File: src/rtl/btn_pkg.sv
// Shared definitions for the push-button conditioner: channel FSM encoding,
// board button bit positions and default timing for a 50 MHz clock.
package btn_pkg;

    typedef enum logic [1:0] {
        IDLE        = 2'd0,
        HELD_WAIT   = 2'd1,
        HELD_REPEAT = 2'd2
    } btn_state_e;

    localparam int unsigned BTN_SOUTH = 0;
    localparam int unsigned BTN_NORTH = 1;
    localparam int unsigned BTN_WEST  = 2;
    localparam int unsigned BTN_EAST  = 3;

    localparam int unsigned DEF_NUM_BTN       = 4;
    localparam int unsigned DEF_DEBOUNCE_CYC  = 500000;
    localparam int unsigned DEF_REPEAT_DELAY  = 25000000;
    localparam int unsigned DEF_REPEAT_PERIOD = 7500000;
    localparam int unsigned DEF_CNT_W         = 25;

endpackage

File: src/rtl/btn_channel.sv
// One button channel: 2-FF synchroniser, debounce counter and the
// press / auto-repeat FSM. Pulse "next" values feed the shared flag register.
module btn_channel
    import btn_pkg::*;
#(
    parameter int unsigned DEBOUNCE_CYC  = DEF_DEBOUNCE_CYC,
    parameter int unsigned REPEAT_DELAY  = DEF_REPEAT_DELAY,
    parameter int unsigned REPEAT_PERIOD = DEF_REPEAT_PERIOD,
    parameter int unsigned CNT_W         = DEF_CNT_W
) (
    input  logic clk,
    input  logic rst_n,
    input  logic btn_raw,
    output logic level,
    output logic press,
    output logic rpt,
    output logic press_next,
    output logic rpt_next
);

    localparam logic [CNT_W-1:0] DB_LAST = CNT_W'(DEBOUNCE_CYC - 1);
    localparam logic [CNT_W-1:0] RD_LAST = CNT_W'(REPEAT_DELAY - 1);
    localparam logic [CNT_W-1:0] RP_LAST = CNT_W'(REPEAT_PERIOD - 1);

    logic [1:0]       sync_q, sync_d;
    logic [CNT_W-1:0] dc_q, dc_d;
    logic [CNT_W-1:0] rc_q, rc_d;
    logic             level_q, level_d;
    logic             press_q, press_d;
    logic             rpt_q, rpt_d;
    btn_state_e       state_q, state_d;
    logic             rise, fall;

    always_comb begin
        sync_d  = {sync_q[0], btn_raw};
        dc_d    = dc_q;
        level_d = level_q;
        rise    = 1'b0;
        fall    = 1'b0;
        if (sync_q[1] == level_q) begin
            dc_d = '0;
        end else if (dc_q == DB_LAST) begin
            dc_d    = '0;
            level_d = ~level_q;
            rise    = ~level_q;
            fall    = level_q;
        end else begin
            dc_d = dc_q + CNT_W'(1);
        end
    end

    // An accepted release is tested first so it overrides a repeat tick due on the same edge.
    always_comb begin
        state_d = state_q;
        rc_d    = rc_q;
        press_d = 1'b0;
        rpt_d   = 1'b0;
        case (state_q)
            IDLE: begin
                if (rise) begin
                    state_d = HELD_WAIT;
                    rc_d    = '0;
                    press_d = 1'b1;
                end
            end
            HELD_WAIT: begin
                if (fall) begin
                    state_d = IDLE;
                    rc_d    = '0;
                end else if (rc_q == RD_LAST) begin
                    state_d = HELD_REPEAT;
                    rc_d    = '0;
                    rpt_d   = 1'b1;
                end else begin
                    rc_d = rc_q + CNT_W'(1);
                end
            end
            HELD_REPEAT: begin
                if (fall) begin
                    state_d = IDLE;
                    rc_d    = '0;
                end else if (rc_q == RP_LAST) begin
                    rc_d  = '0;
                    rpt_d = 1'b1;
                end else begin
                    rc_d = rc_q + CNT_W'(1);
                end
            end
            default: begin
                state_d = IDLE;
                rc_d    = '0;
            end
        endcase
    end

    always_ff @(posedge clk or negedge rst_n) begin
        if (!rst_n) begin
            sync_q  <= '0;
            dc_q    <= '0;
            rc_q    <= '0;
            level_q <= 1'b0;
            press_q <= 1'b0;
            rpt_q   <= 1'b0;
            state_q <= IDLE;
        end else begin
            sync_q  <= sync_d;
            dc_q    <= dc_d;
            rc_q    <= rc_d;
            level_q <= level_d;
            press_q <= press_d;
            rpt_q   <= rpt_d;
            state_q <= state_d;
        end
    end

    assign level      = level_q;
    assign press      = press_q;
    assign rpt        = rpt_q;
    assign press_next = press_d;
    assign rpt_next   = rpt_d;

endmodule

File: src/rtl/button_event_conditioner.sv
// Conditions the board push-buttons into clean levels, press / repeat pulses
// and sticky event flags that the core clears with a masked acknowledge.
module button_event_conditioner
    import btn_pkg::*;
#(
    parameter int unsigned NUM_BTN       = DEF_NUM_BTN,
    parameter int unsigned DEBOUNCE_CYC  = DEF_DEBOUNCE_CYC,
    parameter int unsigned REPEAT_DELAY  = DEF_REPEAT_DELAY,
    parameter int unsigned REPEAT_PERIOD = DEF_REPEAT_PERIOD,
    parameter int unsigned CNT_W         = DEF_CNT_W
) (
    input  logic               Clock,
    input  logic               Reset,
    input  logic [NUM_BTN-1:0] iButtons,
    input  logic               iAck,
    input  logic [NUM_BTN-1:0] iAckMask,
    output logic [NUM_BTN-1:0] oLevel,
    output logic [NUM_BTN-1:0] oPress,
    output logic [NUM_BTN-1:0] oRepeat,
    output logic [NUM_BTN-1:0] oEventFlags,
    output logic               oAnyEvent
);

    if (NUM_BTN < 1 || DEBOUNCE_CYC < 1 || REPEAT_DELAY < 1 || REPEAT_PERIOD < 1 || CNT_W < 1) begin : g_bad_param
        $error("button_event_conditioner: all parameters must be >= 1");
    end

    if (((DEBOUNCE_CYC - 1) >> CNT_W) != 0 || ((REPEAT_DELAY - 1) >> CNT_W) != 0 ||
        ((REPEAT_PERIOD - 1) >> CNT_W) != 0) begin : g_bad_width
        $error("button_event_conditioner: CNT_W too narrow for timing parameters");
    end

    logic [NUM_BTN-1:0] press_nx, rpt_nx;
    logic [NUM_BTN-1:0] flags_q, flags_d;
    logic               any_q, any_d;

    for (genvar i = 0; i < NUM_BTN; i++) begin : g_ch
        btn_channel #(
            .DEBOUNCE_CYC (DEBOUNCE_CYC),
            .REPEAT_DELAY (REPEAT_DELAY),
            .REPEAT_PERIOD(REPEAT_PERIOD),
            .CNT_W        (CNT_W)
        ) u_ch (
            .clk       (Clock),
            .rst_n     (Reset),
            .btn_raw   (iButtons[i]),
            .level     (oLevel[i]),
            .press     (oPress[i]),
            .rpt       (oRepeat[i]),
            .press_next(press_nx[i]),
            .rpt_next  (rpt_nx[i])
        );
    end

    // Sets are OR-ed after the clear so an event coinciding with an ack survives.
    always_comb begin
        flags_d = (flags_q & ~(iAck ? iAckMask : '0)) | press_nx | rpt_nx;
        any_d   = |flags_d;
    end

    always_ff @(posedge Clock or negedge Reset) begin
        if (!Reset) begin
            flags_q <= '0;
            any_q   <= 1'b0;
        end else begin
            flags_q <= flags_d;
            any_q   <= any_d;
        end
    end

    assign oEventFlags = flags_q;
    assign oAnyEvent   = any_q;

endmodule

File: config.mk
export PLATFORM = sky130hd
export DESIGN_NAME = button_event_conditioner
export DESIGN_NICKNAME = d
export VERILOG_FILES = /design/src/rtl/btn_pkg.sv /design/src/rtl/btn_channel.sv /design/src/rtl/button_event_conditioner.sv
export SDC_FILE = /design/constraint.sdc
export NUM_CORES = 1
export LEC_CHECK = 0
export ABC_AREA = 1
export CORE_ASPECT_RATIO = 1.4
export CORE_MARGIN = 2
export CORE_UTILIZATION = 30
export CTS_CLUSTER_SIZE = 25
export DETAILED_ROUTE_END_ITERATION = 10
export DONT_BUFFER_PORTS = 1
export PLACE_DENSITY = 0.5
export SYNTH_ARGS = -nofsm -noshare
export SYNTH_HDL_FRONTEND = slang
export SYNTH_SLANG_ARGS = --single-unit
File: constraint.sdc
create_clock -name Clock -period 1.7 [get_ports Clock]
set_clock_uncertainty 0.05 [all_clocks]
set_input_delay 0.255 -clock Clock [delete_from_list [all_inputs] [get_ports Clock]]
set_output_delay 0.255 -clock Clock [all_outputs]
set_load 0.05 [all_outputs]
# [Yosys cells after proc, flatten, opt, wreduce, memory -nomap -nowiden]
# Cells that the tools add are included.
[classes] reduce_logical=13 mux=97 eq_ne=36 n_addsub=8 bitwise_logic=12
[ops] operator="2-to-1 mux 25 bit" count=28
[ops] operator="case mux 25 bit (3 select lines)" count=4
[ops] operator="adder 25 x 1 -> 25 bit, second input constant" count=8
[ops] operator="equality test 25 x 19 -> 1 bit, second input constant" count=4
[ops] operator="equality test 25 x 23 -> 1 bit, second input constant" count=4
[ops] operator="equality test 25 bit, second input constant" count=4
[ops] operator="2-to-1 mux 1 bit" count=40
[ops] operator="2-to-1 mux 2 bit" count=16
[ops] operator="case mux 2 bit (3 select lines)" count=4
[ops] operator="!= test 2 x 1 -> 1 bit, second input constant" count=8
[ops] operator="!= test 3 x 1 -> 1 bit, second input constant" count=4
[ops] operator="AND reduction 3 bit" count=4
[ops] operator="equality test 2 x 1 -> 1 bit, second input constant" count=4
[ops] operator="equality test 2 bit, second input constant" count=4
[ops] operator="zero test 2 bit" count=4
[ops] operator="NOT 1 bit" count=8
[ops] operator="OR 4 bit" count=2
[ops] operator="case mux 1 bit (2 select lines)" count=4
[ops] operator="AND reduction 2 bit" count=4
[ops] operator="bitwise AND 4 bit" count=1
[ops] operator="equality test 1 bit" count=4
[ops] operator="2-to-1 mux 4 bit" count=1
[ops] operator="NOT 4 bit" count=1
[ops] operator="OR reduction 4 bit" count=1
[totals] word_cells=196 out_inout_bits=17 input_bits=11 register_bits=233

# [Longest topological paths before layout]
[logic_depth] ltp_word=8 depth_mapped=15 depth_no_buf=14

# [By module]
# A second synthesis with hierarchy kept.
[unflattened] hier_cells=2047 area_unflattened_um2=14411.3
[modules_own_cells] mod="btn_channel (g_ch[0].u_ch ...)" area_per_inst_um2=3552.2 instances=3 seq_area_each_um2=1426.4 cells_per_inst=506
[modules_own_cells] mod="btn_channel (g_ch[3].u_ch)" area_per_inst_um2=3543.4 instances=1 seq_area_each_um2=1426.4 cells_per_inst=505
[modules_own_cells] mod="button_event_conditioner" area_per_inst_um2=211.5 instances=1 seq_area_each_um2=125.1 cells_per_inst=24

# [Worst setup path before layout]
# OpenSTA, ideal clock, no wires.
[synth_timing] path_kind="reg-to-reg" from="reg g_ch[2].u_ch.rc_q[0]" to="reg g_ch[2].u_ch.rc_q[12]" slack_ps=-139 period_less_slack_ps=1839 path_buffers=1 path_stages_with_launch=14 required_ps=1512 setup_time_ps=138 arrival_ps=1650 cell_sequence="dfrtp_1 ha_1 nand2_1 nor2_1 nand2_1 inv_2 nand2_1 nor2_1 inv_1 nand3_2 nand2_2 nand2_2 buf_4 a21oi_1"
[synth_between] elab_chain_cells=4 word_cells_on_any_way=8 cone_classes="add/sub (1); eq/ne (2); mux (5)"
[synth_rtl] element="start, declared" line_no="btn_channel.sv:27" rtl="logic [CNT_W-1:0] rc_q, rc_d;"
[synth_rtl] element="start signal, assigned" line_no="btn_channel.sv:108" rtl="rc_q <= rc_d;"
[synth_rtl] element="adder 25 x 1 -> 25 bit (tied with other cells)" line_no="btn_channel.sv:75, btn_channel.sv:86"
[synth_rtl] element="2-to-1 mux 25 bit, on equally long branches" line_no="btn_channel.sv:82, btn_channel.sv:70"
[synth_rtl] element="2-to-1 mux 25 bit, on equally long branches" line_no="btn_channel.sv:79, btn_channel.sv:67"
[synth_rtl] element="case mux 25 bit (3 select lines) (*)" line_no="btn_channel.sv:58" rtl="case (state_q)"
# Every way passes the cells marked *; elsewhere a longest branch is shown, timed or not.
# A chain may end at the register's enable or synchronous reset.

# [Final worst setup path]
[layout_timing] from="reg g_ch[2].u_ch.dc_q[1]" to="reg g_ch[2].u_ch.rc_q[20]"
[layout_between] elab_chain_cells=5 word_cells_on_any_way=9 cone_classes="eq/ne (2); mux (7)"
[layout_rtl] element="start, declared" line_no="btn_channel.sv:26" rtl="logic [CNT_W-1:0] dc_q, dc_d;"
[layout_rtl] element="start signal, assigned" line_no="btn_channel.sv:99" rtl="dc_q <= '0;"
[layout_rtl] element="start signal, assigned" line_no="btn_channel.sv:107" rtl="dc_q <= dc_d;"
[layout_rtl] element="equality test 25 x 19 -> 1 bit (*)" line_no="btn_channel.sv:42" rtl="end else if (dc_q == DB_LAST) begin"
[layout_rtl] element="2-to-1 mux 1 bit" line_no="btn_channel.sv:42"
[layout_rtl] element="2-to-1 mux 1 bit" line_no="btn_channel.sv:40" rtl="if (sync_q[1] == level_q) begin"
[layout_rtl] element="2-to-1 mux 25 bit, on equally long branches" line_no="btn_channel.sv:79, btn_channel.sv:67"
[layout_rtl] element="case mux 25 bit (3 select lines)" line_no="btn_channel.sv:58"
# Marks and branches as above.

==> impl_metrics.csv <==
group,metric,value,unit
run_status,status,"finished with violations",
run_status,failed_checks,"hold timing, setup timing",
yosys,synth_top_cell_by_area,"dfrtp_1",
global_routing,antenna_found_initial,2,
global_routing,grt_overflow,0,
yosys,synth-seq-cells,233,
placement,dpl.hpwl,30900,um
timing,tightest_slew,0.957,ns
floorplanning,die-area,0.0490,mm2
power_and_ir_drop,p_leak,0.00985,uW
worst_setup_path,path_class,"register to register",
route,firstDrtPassIters,7,
min_path,holdCritPathClass,"input port to async pin",
route,drt_iter0_drc,750,
timing,slew_headroom,36.0,%
timing,max_clock_freq,0.509,GHz
yosys,syn_inst,1966,
timing,rsz0062_at_grt,"true",
route,detail-route-antenna-nets,0,
placement,globalplace.congestion,0.900,
clocking,clk_latency,0.57,ns
clocking,htree_levels,1,
timing,period_needed,1.96,ns
yosys,syn_area,0.0142,mm2
floorplanning,initial_core_util,30.3,%
layout,areaGrowthSynthToFinish,54.1,%
route,drt-total-wl,44600,um
worst_setup_path,rr_startpoint,"g_ch[2].u_ch.dc_q[1]",
global_routing,grt_max_degree,234,
power_and_ir_drop,swShare,22.5,%
yosys,ys_seq_area_share,41.2,%
clocking,clkSinkCount,233,
floorplanning,fp.dieW,188,um
route,wire_per_inst,14.4,um
power_and_ir_drop,pwr-share-clk,50.5,%
worst_setup_path,crit_start,"g_ch[2].u_ch.dc_q[1]",
route,drc,0,
power_and_ir_drop,p_per_area,544,mW/mm2
worst_setup_path,cp_max_fo,7,
floorplanning,core-area,0.0468,mm2
worst_setup_path,timing.rr.end,"g_ch[2].u_ch.rc_q[20]",
yosys,synth.top_cells.by_area,"dfrtp_1, nand2_1, nor2_1, inv_1, nand3_1",
layout,n_fill_cell,4667,
power_and_ir_drop,p_switching,2670,uW
job,maxCapViolations,0,
timing,slew_viol_final,0,
timing,hold_viol_final,233,
floorplanning,std_cell_rows,94,
clocking,cts_inserted_buffers,28,
worst_setup_path,start_kind,"register",
floorplanning,ios,28,
yosys,synthDistinctLibCells,48,
global_routing,grt_first_pass_wirelength,71000,um
worst_setup_path,r2r_slack,-0.26,ns
clocking,clock_path_buffers,3,
yosys,syn_avg_cell_area,7.21,um2
layout,nets,2492,
worst_setup_path,rr_worst_depth,14,
route,via_count,14700,
global_routing,grt_pass1_vias,15000,
yosys,synth.top_cell.area_share,41.2,%
worst_setup_path,end_kind,"register",
power_and_ir_drop,seqPwrFrac,47.2,%
global_routing,grt_use_total,17.5,%
timing,setup-tns-final,-25.53,ns
floorplanning,die_h,261,um
timing,period_share,116,%
layout,drive_gt1_share,37.9,%
clocking,cts_tree,"done",
power_and_ir_drop,pwr-share-comb,2.3,%
worst_setup_path,worstPathArrival,2.37,ns
worst_setup_path,crit_end,"g_ch[2].u_ch.rc_q[20]",
route,viasPerCell,4.73,
clocking,root_buffer,"clkbuf_16",
yosys,syn_nets,1997,
placement,port_buffers,0,
power_and_ir_drop,fin_total_pwr,11900,uW
power_and_ir_drop,internal-power,9200,uW
timing,whs,-0.675,ns
power_and_ir_drop,peakVddDrop,0.000783,V
timing,setup_viol_count_final,177,
timing,final.setup.worst_slack,-0.264,ns
yosys,ys_warn_count,0,
clocking,clkTransAtPathRegs,0.06,ns
layout,diodes,0,
clocking,holdBufCountCts,7,
worst_setup_path,cp.required,2.10,ns
==> power groups by stage <==
stage,clock network [uW],registers (uW),logic (uW)
after CTS,6230,5600,222
final,5990,5600,277
after detailed placement,0,5700,181
after floorplan,0,5700,86.3
after global placement,0,5700,179
after global routing,6400,5600,305
==> worst max-delay path: stages (launching register included) <==
cell and delay, ns:
dfrtp_1 0.36, ha_2 0.20, nand2_2 0.07, nor2_4 0.12, nand3_2 0.07, nor2_2 0.10, and2_4 0.16, nand2_4 0.06
nand2_8 0.08, buf_12 0.12, buf_12 0.11, buf_16 0.12, nand3_2 0.07, nand2_2 0.09, a21oi_2 0.03
==> stage by stage <==
step	cells	utilization (%)	area, um2	worst slack [ns]
after floorplan	1966	-	14300	-0.108
after global placement	2970	38.6	18100	-0.374
after detailed placement	2970	38.6	18100	-0.397
after CTS	3071	43.4	20300	-0.226
after global routing	3105	46.6	21800	-0.396
final	3105	46.6	21800	-0.264
==> synthesized netlist by cell type, drive strengths merged <==
| library cell | instances |
|---|---|
| xnor2 | 2 |
| o2111ai | 2 |
| a211oi | 5 |
| ha | 20 |
| a21boi | 2 |
| nor4 | 25 |
| nor3 | 89 |
| xor2 | 63 |
| clkinv | 1 |
| nand4 | 59 |
| o221a | 1 |
| and3 | 3 |
| clkbuf | 5 |
| nor2 | 388 |
| and2 | 4 |
| nor3b | 12 |
| dfrtp | 233 |
| o21a | 6 |
| a21oi | 62 |
| o21bai | 4 |
| a41oi | 1 |
| mux2i | 1 |
| a31oi | 6 |
| buf | 32 |
| nand2 | 435 |
| nand3b | 4 |
| mux2 | 1 |
| nand3 | 177 |
| o211a | 2 |
| inv | 259 |
| a21o | 2 |
| o22ai | 2 |
| o21ai | 58 |
==> cell usage in the layout (no fill, tap or decap), types with 47 or more instances in the layout <==
master,n
nand4_1,59
nor2_2,47
xor2_1,53
dfrtp_1,230
nor3_1,67
nand2_2,63
nor2_1,290
inv_1,228
nand2_1,339
buf_4,411
nand3_1,113
buf_6,52
nor2_4,51
==> how the worst min path moves through the flow <==
| stage | startpoint | endpoint | slack [ns] | depth (start not counted) |
|---|---|---|---|---|
| floorplan | Reset | g_ch[0].u_ch.dc_q[0] | -0.09 | 0 |
| global placement | Reset | g_ch[0].u_ch.dc_q[12] | -0.08 | 0 |
| detailed placement | Reset | g_ch[0].u_ch.dc_q[12] | -0.08 | 0 |
| CTS | Reset | g_ch[0].u_ch.dc_q[12] | -0.71 | 0 |
| global route | Reset | g_ch[0].u_ch.dc_q[15] | -0.70 | 0 |
| finish | Reset | g_ch[0].u_ch.dc_q[14] | -0.68 | 0 |
==> layer usage <==
metal  global-route usage [%]  share of wire, %  vias up
li1                         -                 -     7328
met1                     19.0                39     7004
met2                     34.5                55      250
met3                     1.98               3.2       91
met4                     6.61               3.3        2
met5                        0             0.016        -
==> kinds of logic (layout without fill, tap and decap cells) <==
group                      count (synthesis)  in the layout  synth area share [%]
AOI/OAI and AO/OA                        153            153                  6.14
xor gates and xnor gates                  65             65                  4.02
adders and majority gates                 20             20                  1.77
buffers and inverters                    297            811                  8.81
DFF                                      233            233                  41.2
muxes                                      2              2                 0.150
and+or+nand+nor                         1196           1197                  38.0
==> registers in the layout, indices dropped and copies added (netlist names) <==
name	flops
g_ch.u_ch.state_q	8
g_ch.u_ch.rpt	4
oEventFlags	4
oAnyEvent	1
g_ch.u_ch.rc_q	100
g_ch.u_ch.sync_q	8
g_ch.u_ch.press	4
g_ch.u_ch.dc_q	100
g_ch.u_ch.level	4
==> area by class of cell <==
cell class	instances	area, um2	area share (%)
Timing Repair Buffer	498	4320	19.8
Clock buffer	37	774	3.55
Inverter	260	1030	4.73
Sequential cell	233	5830	26.7
Multi-Input combinational cell	1437	8920	40.9
Clock inverter	13	129	0.590
Timing Repair inverter	3	40.0	0.183
Tap cell	624	781	3.58
==> what timing repair did <==
| action | CTS | global route |
|---|---|---|
| resized for setup | 234 | 304 |
| endpoints found under the setup margin | 181 | 206 |
| hold endpoints to repair | 240 | 233 |
| cloned | 8 | 3 |
| setup buffers | 37 | 40 |
| pin swaps | 63 | 120 |
No activity file was read; power rests on OpenSTA's default activity.
